`config.mk`:
```
export PLATFORM = sky130hd
export DESIGN_NAME = score_reducer
export DESIGN_NICKNAME = d
export VERILOG_FILES = /design/src/rtl/score_reducer.sv
export SDC_FILE = /design/constraint.sdc
export NUM_CORES = 1
export LEC_CHECK = 0
export CORE_ASPECT_RATIO = 1.4
export CORE_MARGIN = 2
export CORE_UTILIZATION = 44
export CTS_CLUSTER_SIZE = 10
export DETAILED_ROUTE_END_ITERATION = 16
export PLACE_DENSITY = 0.74
export SLEW_MARGIN = 30
export SYNTH_ARGS = -nofsm -noshare
export SYNTH_HDL_FRONTEND = slang
export SYNTH_SLANG_ARGS = --single-unit
```
`constraint.sdc`:
```
create_clock -name clk -period 2.95 [get_ports clk]
set_clock_uncertainty 0.1 [all_clocks]
set_input_delay 0.59 -clock clk [delete_from_list [all_inputs] [get_ports clk]]
set_output_delay 0.59 -clock clk [all_outputs]
set_load 0.02 [all_outputs]
```
`src/rtl/score_reducer.sv`:
```
// score_reducer: streaming max-reduction of predecessor chain scores f(j)+gap for one anchor.
// Define SCORE_REDUCER_SAT_EN to saturate the candidate sum instead of wrapping.
module score_reducer #(
    parameter int IDXW = 8
) (
    input  logic            clk,
    input  logic            reset,
    input  logic            start,
    input  logic [IDXW-1:0] n_pred,
    input  logic [31:0]     init_score,
    input  logic            in_valid,
    output logic            in_ready,
    input  logic [31:0]     in_score,
    input  logic [31:0]     in_fj,
    input  logic [IDXW-1:0] in_idx,
    output logic            busy,
    output logic            done,
    output logic [31:0]     best_score,
    output logic [IDXW-1:0] best_idx,
    output logic            best_found
);
    localparam logic [1:0] IDLE  = 2'd0;
    localparam logic [1:0] ACCUM = 2'd1;
    localparam logic [1:0] DONE  = 2'd2;
    logic [1:0]      state;
    logic [IDXW-1:0] count;
    logic [IDXW-1:0] n_q;
    logic [32:0]     sum;
    logic [31:0]     cand;
    logic            accept;
    logic            last;
    always_comb sum = {in_fj[31], in_fj} + {in_score[31], in_score};
`ifdef SCORE_REDUCER_SAT_EN
    always_comb cand = (sum[32] != sum[31]) ? (sum[32] ? 32'h8000_0000 : 32'h7FFF_FFFF) : sum[31:0];
`else
    always_comb cand = sum[31:0];
`endif
    assign in_ready = state == ACCUM;
    assign busy     = state == ACCUM;
    assign done     = state == DONE;
    assign accept   = in_valid && in_ready;
    // Compare against n-1 so n_pred = 2^IDXW-1 never needs the count to wrap
    assign last     = count == n_q - IDXW'(1);
    always_ff @(posedge clk or negedge reset) begin
        if (!reset) begin
            state      <= IDLE;
            count      <= '0;
            n_q        <= '0;
            best_score <= '0;
            best_idx   <= '0;
            best_found <= 1'b0;
        end else begin
            case (state)
                IDLE: if (start) begin
                    best_score <= init_score;
                    best_idx   <= '0;
                    best_found <= 1'b0;
                    count      <= '0;
                    n_q        <= n_pred;
                    state      <= (n_pred == '0) ? DONE : ACCUM;
                end
                ACCUM: if (accept) begin
                    if ($signed(cand) > $signed(best_score)) begin
                        best_score <= cand;
                        best_idx   <= in_idx;
                        best_found <= 1'b1;
                    end
                    count <= count + IDXW'(1);
                    if (last) state <= DONE;
                end
                DONE:    state <= IDLE;
                default: state <= IDLE;
            endcase
        end
    end
endmodule

```
* Word level (Yosys, flattened, before mapping) *
Index checks and enable logic that the tools add are counted.

operators by class
  add/sub/neg operators = 3
  muxes and demuxes = 19
  reductions and logical operators = 8
  $lt $le $gt $ge = 1
  equality and inequality tests = 7

operators by type and width
  cell                                                    count
  2-to-1 mux 32 bit                                       3
  one-hot mux 32 bit (2 select lines)                     1
  adder 32 bit                                            1
  greater-than comparator 32 bit                          1
  2-to-1 mux 8 bit                                        4
  one-hot mux 8 bit (2 select lines)                      2
  adder 8 x 1 -> 8 bit (second input constant)            1
  equality test 8 bit                                     1
  zero test 8 bit                                         1
  2-to-1 mux 2 bit                                        4
  subtractor 8 x 1 -> 8 bit (second input constant)       1
  inequality test 2 x 1 -> 1 bit (second input constant)  3
  AND reduction 3 bit                                     2
  one-hot mux 2 bit (2 select lines)                      1
  AND reduction 4 bit                                     1
  2-to-1 mux 1 bit                                        3
  equality test 2 x 1 -> 1 bit (second input constant)    1
  equality test 2 bit (second input constant)             1
  zero test 2 bit                                         1
  inequality test 2 bit (second input constant)           1
  one-hot mux 1 bit (2 select lines)                      1
  AND reduction 2 bit                                     1
  nonzero test 2 bit                                      1
  logical AND 1 bit                                       1

storage, ports and cells
  input bits = 116
  flip-flop bits (word level) = 59
  logic and storage cells = 44
  output and inout bits = 44

* Logic depth before layout (Yosys ltp) *
Gate-level depths: netlist (run 1).

  depth after elaboration = 5
  mapped depth = 21
  depth with buffers taken out = 20

* Worst setup path before layout (run 1) *
OpenSTA, ideal clock, no wires.

  path kind = input to register
  start point = in in_score[0]
  end point = reg best_score[18]
  stages = 20
  data required time = 2.725 ns
  library setup time = 0.125 ns
  arrival time = 4.945 ns
  slack = -2.220 ns
  path buffers = 1
  path through = ha_1 fa_1 a21o_1 a221oi_2 a21oi_2 a211oi_4 o21a_2 o31ai_4 nand2_1 o21ai_0 xor2_1 ha_1 nand4_1 or4_1 nor3_1 a211oi_1 xor2_1 a21oi_2 buf_2 mux2_2

between the ends
  cells in the longest elaborated chain, start to end = 4
  elaborated cells between the ends (all ways) = 7
  classes of those cells = add/sub (1); order compare (1); eq/ne (1); mux (3); reduce/logical (1)

ends and longest elaborated chain
  what                                                                                         line  source
  start, declared                                                                              13    input logic [31:0] in_score,
  adder 32 bit (*)                                                                             32    always_comb sum = {in_fj[31], in_fj} + {in_score[31], in_score};
  greater-than comparator 32 bit / 2-to-1 mux 32 bit (equally long branches)                   63    if ($signed(cand) > $signed(best_score)) begin
  inequality test 2 x 1 -> 1 bit (no line) / 2-to-1 mux 32 bit (equally long branches)         -
  AND reduction 4 bit (no line) / one-hot mux 32 bit (2 select lines) (equally long branches)  -
  end signal, assigned                                                                         55    best_score <= init_score;
  end signal, assigned                                                                         64    best_score <= cand;
  end, declared                                                                                18    output logic [31:0] best_score,

Mark *: on every way between the ends. The rest lies on a longest branch, timed or not. The select of a mux whose other input is x is not followed.
A chain may end at the register's enable or synchronous reset.

* Final worst setup path (run 1) *
  start point = in in_fj[0]
  end point = reg best_score[28]

between the ends
  cells in the longest elaborated chain, start to end = 4
  elaborated cells between the ends (all ways) = 7
  classes of those cells = add/sub (1); order compare (1); eq/ne (1); mux (3); reduce/logical (1)

ends and longest elaborated chain
  what                                                                                         line  source
  start, declared                                                                              14    input logic [31:0] in_fj,
  adder 32 bit (*)                                                                             32
  greater-than comparator 32 bit / 2-to-1 mux 32 bit (equally long branches)                   63
  inequality test 2 x 1 -> 1 bit (no line) / 2-to-1 mux 32 bit (equally long branches)         -
  AND reduction 4 bit (no line) / one-hot mux 32 bit (2 select lines) (equally long branches)  -

Marked as above.

==> results.sh, run 1 <==
export IMPL_status="complete, but fails checks"
export IMPL_failed_checks="setup timing"
export IMPL_worstPathMaxFanout=12
export IMPL_critPathRequiredTime_ns=3.07
export IMPL_hp_class="input pin to asynchronous set/reset pin"
export IMPL_cts_tree="yes"
export IMPL_slew_viol_final=0
export IMPL_seq_area_frac_synth_pct=27.19
export IMPL_slew_headroom_pct=52.98
export IMPL_drt_total_wl_mm=17.15
export IMPL_synth_top_family_by_area="compound AO/OA/AOI/OAI gates"
export IMPL_synth_area_mux_share_pct=14.45
export IMPL_crit_end="best_score[28]$_DFFE_PN0P_"
export IMPL_ys_types=59
export IMPL_fin_ws_ns=-1.736
export IMPL_htree_levels=3
export IMPL_finalHoldWorstSlack_ns=0.2013
export IMPL_synth_edf_count=0
export IMPL_grt_setup_unrepaired="true"
export IMPL_synthMostInstantiatedCell="ha_1"
export IMPL_n_fill_cell=839
export IMPL_drt_iter0_drc=144
export IMPL_synth_cell_area_um2=5430
export IMPL_met1_length_mm=6.630
export IMPL_syn_num_nets=782
export IMPL_die_area_um2=13260
export IMPL_avgViaCountPerCell=5.360
export IMPL_clockBufferDepth=2
export IMPL_post_route_period_util_pct=158.8
export IMPL_synth_top_area_share_pct=27.19
export IMPL_io_pins=160
export IMPL_r2r_cells=11
export IMPL_grt_pass1_vias=6010
export IMPL_drc_errors=0
export IMPL_regArea_um2=1476
export IMPL_die_h_um=135.4
export IMPL_clk_pin_slew_ns=0.05
export IMPL_tightest_slew_ns=0.7054
export IMPL_syn_area_per_cell_um2=9.050
export IMPL_critPathKind="input pin to flop"
export IMPL_r2r_start="best_score[11]$_DFFE_PN0P_"
export IMPL_track_usage_pct=25.70
export IMPL_synthFlopType="dfrtp_1"
export IMPL_place_ws_ns=-2.517
export IMPL_worstSetupStartpoint="in_fj[0]"
export IMPL_setup_viol_count_final=41
export IMPL_syn_inst=600
export IMPL_yosys_warnings=0
export IMPL_synth_common_cells="65 x ha_1, 59 x dfrtp_1, 57 x mux2i_1"
export IMPL_dp_hpwl_mm=13.44
export IMPL_hold_viol=0
export IMPL_cp_arrival_ns=4.80
export IMPL_antenna_left=0
export IMPL_synth_seq_cells=59
export IMPL_timing_rr_end="best_score[28]$_DFFE_PN0P_"
export IMPL_die_x_um=97.89
export IMPL_async_reset_ff_share_pct=100.0
export IMPL_initial_utilization_pct=44.54
export IMPL_max_freq_ghz=0.2134
export IMPL_synthSimpleGateAreaFrac_pct=12.58
export IMPL_grt_pass1_wl_mm=27.52
export IMPL_synth_compound_area_share_pct=17.19
export IMPL_synthTopCellsByArea="dfrtp_1 27%, ha_1 15%, mux2i_1 11%, xnor2_1 4.5%, nand2_1 3.7%"
export IMPL_antenna_found_initial=0
export IMPL_worstSetupStartpointType="input pin"
export IMPL_synthAdderAreaFrac_pct=15.35
export IMPL_grt_max_degree=37
export IMPL_vdd_drop_max_v=0.0004377
export IMPL_maxCapViolCount=0
export IMPL_reg2reg_slack_ns=-0.06
export IMPL_period_needed_ns=4.686
export IMPL_finalPower_mw=7.930
export IMPL_final_nets=1081
export IMPL_dr_total_vias=5655
export IMPL_drt_first_pass_iters=4
export IMPL_layout_drive_gt1_share_pct=27.99
export IMPL_p_leak_nw=4.418
export IMPL_core_area_um2=12190
export IMPL_endpoint_kind="flop"
export IMPL_highest_signal_layer="met4"
export IMPL_yosys_area_top_type="dfrtp_1"
export IMPL_final_util_pct=73.45
export IMPL_postCtsHoldBufs=0
export IMPL_cts_inserted_buffers=9
export IMPL_wl_per_cell_um=16.26
export IMPL_p_per_area_nw_per_um2=885.6
export IMPL_rows=48
export IMPL_fin_cells=1055
export IMPL_wl_met3_um=453
export IMPL_cts_root_buf="clkbuf_16"
export IMPL_wl_met2_mm=9.375
export IMPL_gp_congestion=0.9613
export IMPL_synth_xor_area_share_pct=7.880
export IMPL_clkSinkCount=59
export IMPL_grt_ovfl_total=0
export IMPL_dpl_cell_count=1016
export IMPL_port_buffers=159
export IMPL_syn_to_final_growth_pct=64.91
export IMPL_multi_input_area_um2=4034
export IMPL_clock_latency_ns=0.33
through the flow:
step / area (µm²) / TNS, ns
final: 8955 / -68.74
after global routing: 8952 / -76.55
after CTS: 8859 / -69.14
after detailed placement: 8189 / -99.71
after global placement: 8189 / -96.93
after floorplan: 5505 / -74.61
state kept, by name, summed over array words and instances (netlist names):
signal,flops
best_score,32
best_idx,8
count,8
n_q,8
state,2
best_found,1
layout by cell type (no fill, tap or decap), types with 9 or more instances in the layout:
| cell | instances |
|---|---|
| buf_2 | 9 |
| buf_6 | 11 |
| ha_1 | 51 |
| ha_4 | 14 |
| o21ai_0 | 14 |
| a21oi_1 | 36 |
| nor2_1 | 22 |
| nand3_1 | 14 |
| xnor2_1 | 27 |
| buf_4 | 141 |
| nand2_1 | 51 |
| a21o_1 | 20 |
| dlygate4sd2_1 | 15 |
| mux2_2 | 11 |
| clkbuf_16 | 9 |
| nand4_1 | 16 |
| xor2_1 | 19 |
| inv_1 | 50 |
| mux2i_1 | 56 |
| dfrtp_1 | 59 |
| clkdlybuf4s50_1 | 132 |
repair_timing:
item / 4_1_cts / 5_1_grt
setup endpoints to repair: 41 / 41
buffers inserted: 19 / 3
gates resized for setup: 98 / 15
pin swaps: 48 / 7
how the worst min path moves through the flow:
stage / endpoint
finish: best_score[5]$_DFFE_PN0P_
global route: best_score[5]$_DFFE_PN0P_
global placement: best_found$_DFFE_PN0P_
detailed placement: best_found$_DFFE_PN0P_
CTS: best_score[5]$_DFFE_PN0P_
floorplan: best_found$_DFFE_PN0P_
kinds of logic (layout without fill, tap and decap cells):
kind of cell,after synthesis,in the layout
and+or+nand+nor,143,143
AOI/OAI and AO/OA,133,133
muxes,76,76
buffers and inverters,75,379
adders and majority gates,66,66
DFF,59,59
xor gates and xnor gates,48,48
other,0,1
critical path, stage by stage:
cell      delay (ns)
buf_8           0.10
ha_4            0.15
fa_2            0.34
a21o_1          0.20
a221oi_4        0.32
a21oi_2         0.12
a211oi_4        0.22
o21a_2          0.19
o31ai_4         0.08
nand2_1         0.11
o21ai_2         0.07
xor2_1          0.17
ha_1            0.27
nand4_1         0.12
or4_4           0.54
nor3_4          0.21
a211oi_2        0.10
xor2_1          0.19
a21oi_4         0.20
buf_12          0.17
mux2_2          0.33
where the power goes:
group	switching [mW]	leakage [nW]	internal, mW
clock network	0.382	0.147	0.735
logic	2.48	3.57	2.76
registers	0.351	0.704	1.23
total	3.21	4.42	4.72
layer usage:
layer | track usage (%) | up-vias
met5 | 0 | -
met4 | 15.12 | 0
met3 | 1.961 | 34
met2 | 48.10 | 133
met1 | 28.14 | 2740
li1 | - | 2748
cell type report:
| class | count | area share [%] |
|---|---|---|
| Inverter | 51 | 2.138 |
| Clock inverter | 7 | 1.034 |
| Timing Repair Buffer | 312 | 30.66 |
| Antenna cell | 1 | 0.02794 |
| Sequential cell | 59 | 16.49 |
| Clock buffer | 9 | 2.515 |
| Multi-Input combinational cell | 466 | 45.05 |
| Tap cell | 150 | 2.096 |
(Power assumes the default switching activity.)
==> run 2, diff against run 1 <==
--- a/config.mk
+++ b/config.mk
@@ -5,6 +5,7 @@
 export SDC_FILE = /design/constraint.sdc
 export NUM_CORES = 1
 export LEC_CHECK = 0
+export CAP_MARGIN = 20
 export CORE_ASPECT_RATIO = 1.4
 export CORE_MARGIN = 2
 export CORE_UTILIZATION = 44
==> results of run 2 <==
Same layout as run 1: the final DEF is identical, and so are final timing and power.
==> run 3, diff against run 2 <==
--- a/config.mk
+++ b/config.mk
@@ -11,6 +11,7 @@
 export CORE_UTILIZATION = 44
 export CTS_CLUSTER_SIZE = 10
 export DETAILED_ROUTE_END_ITERATION = 16
+export HOLD_SLACK_MARGIN = 0.15
 export PLACE_DENSITY = 0.74
 export SLEW_MARGIN = 30
 export SYNTH_ARGS = -nofsm -noshare
==> results of run 3 <==
Same layout as run 1: the final DEF is identical, and so are final timing and power.
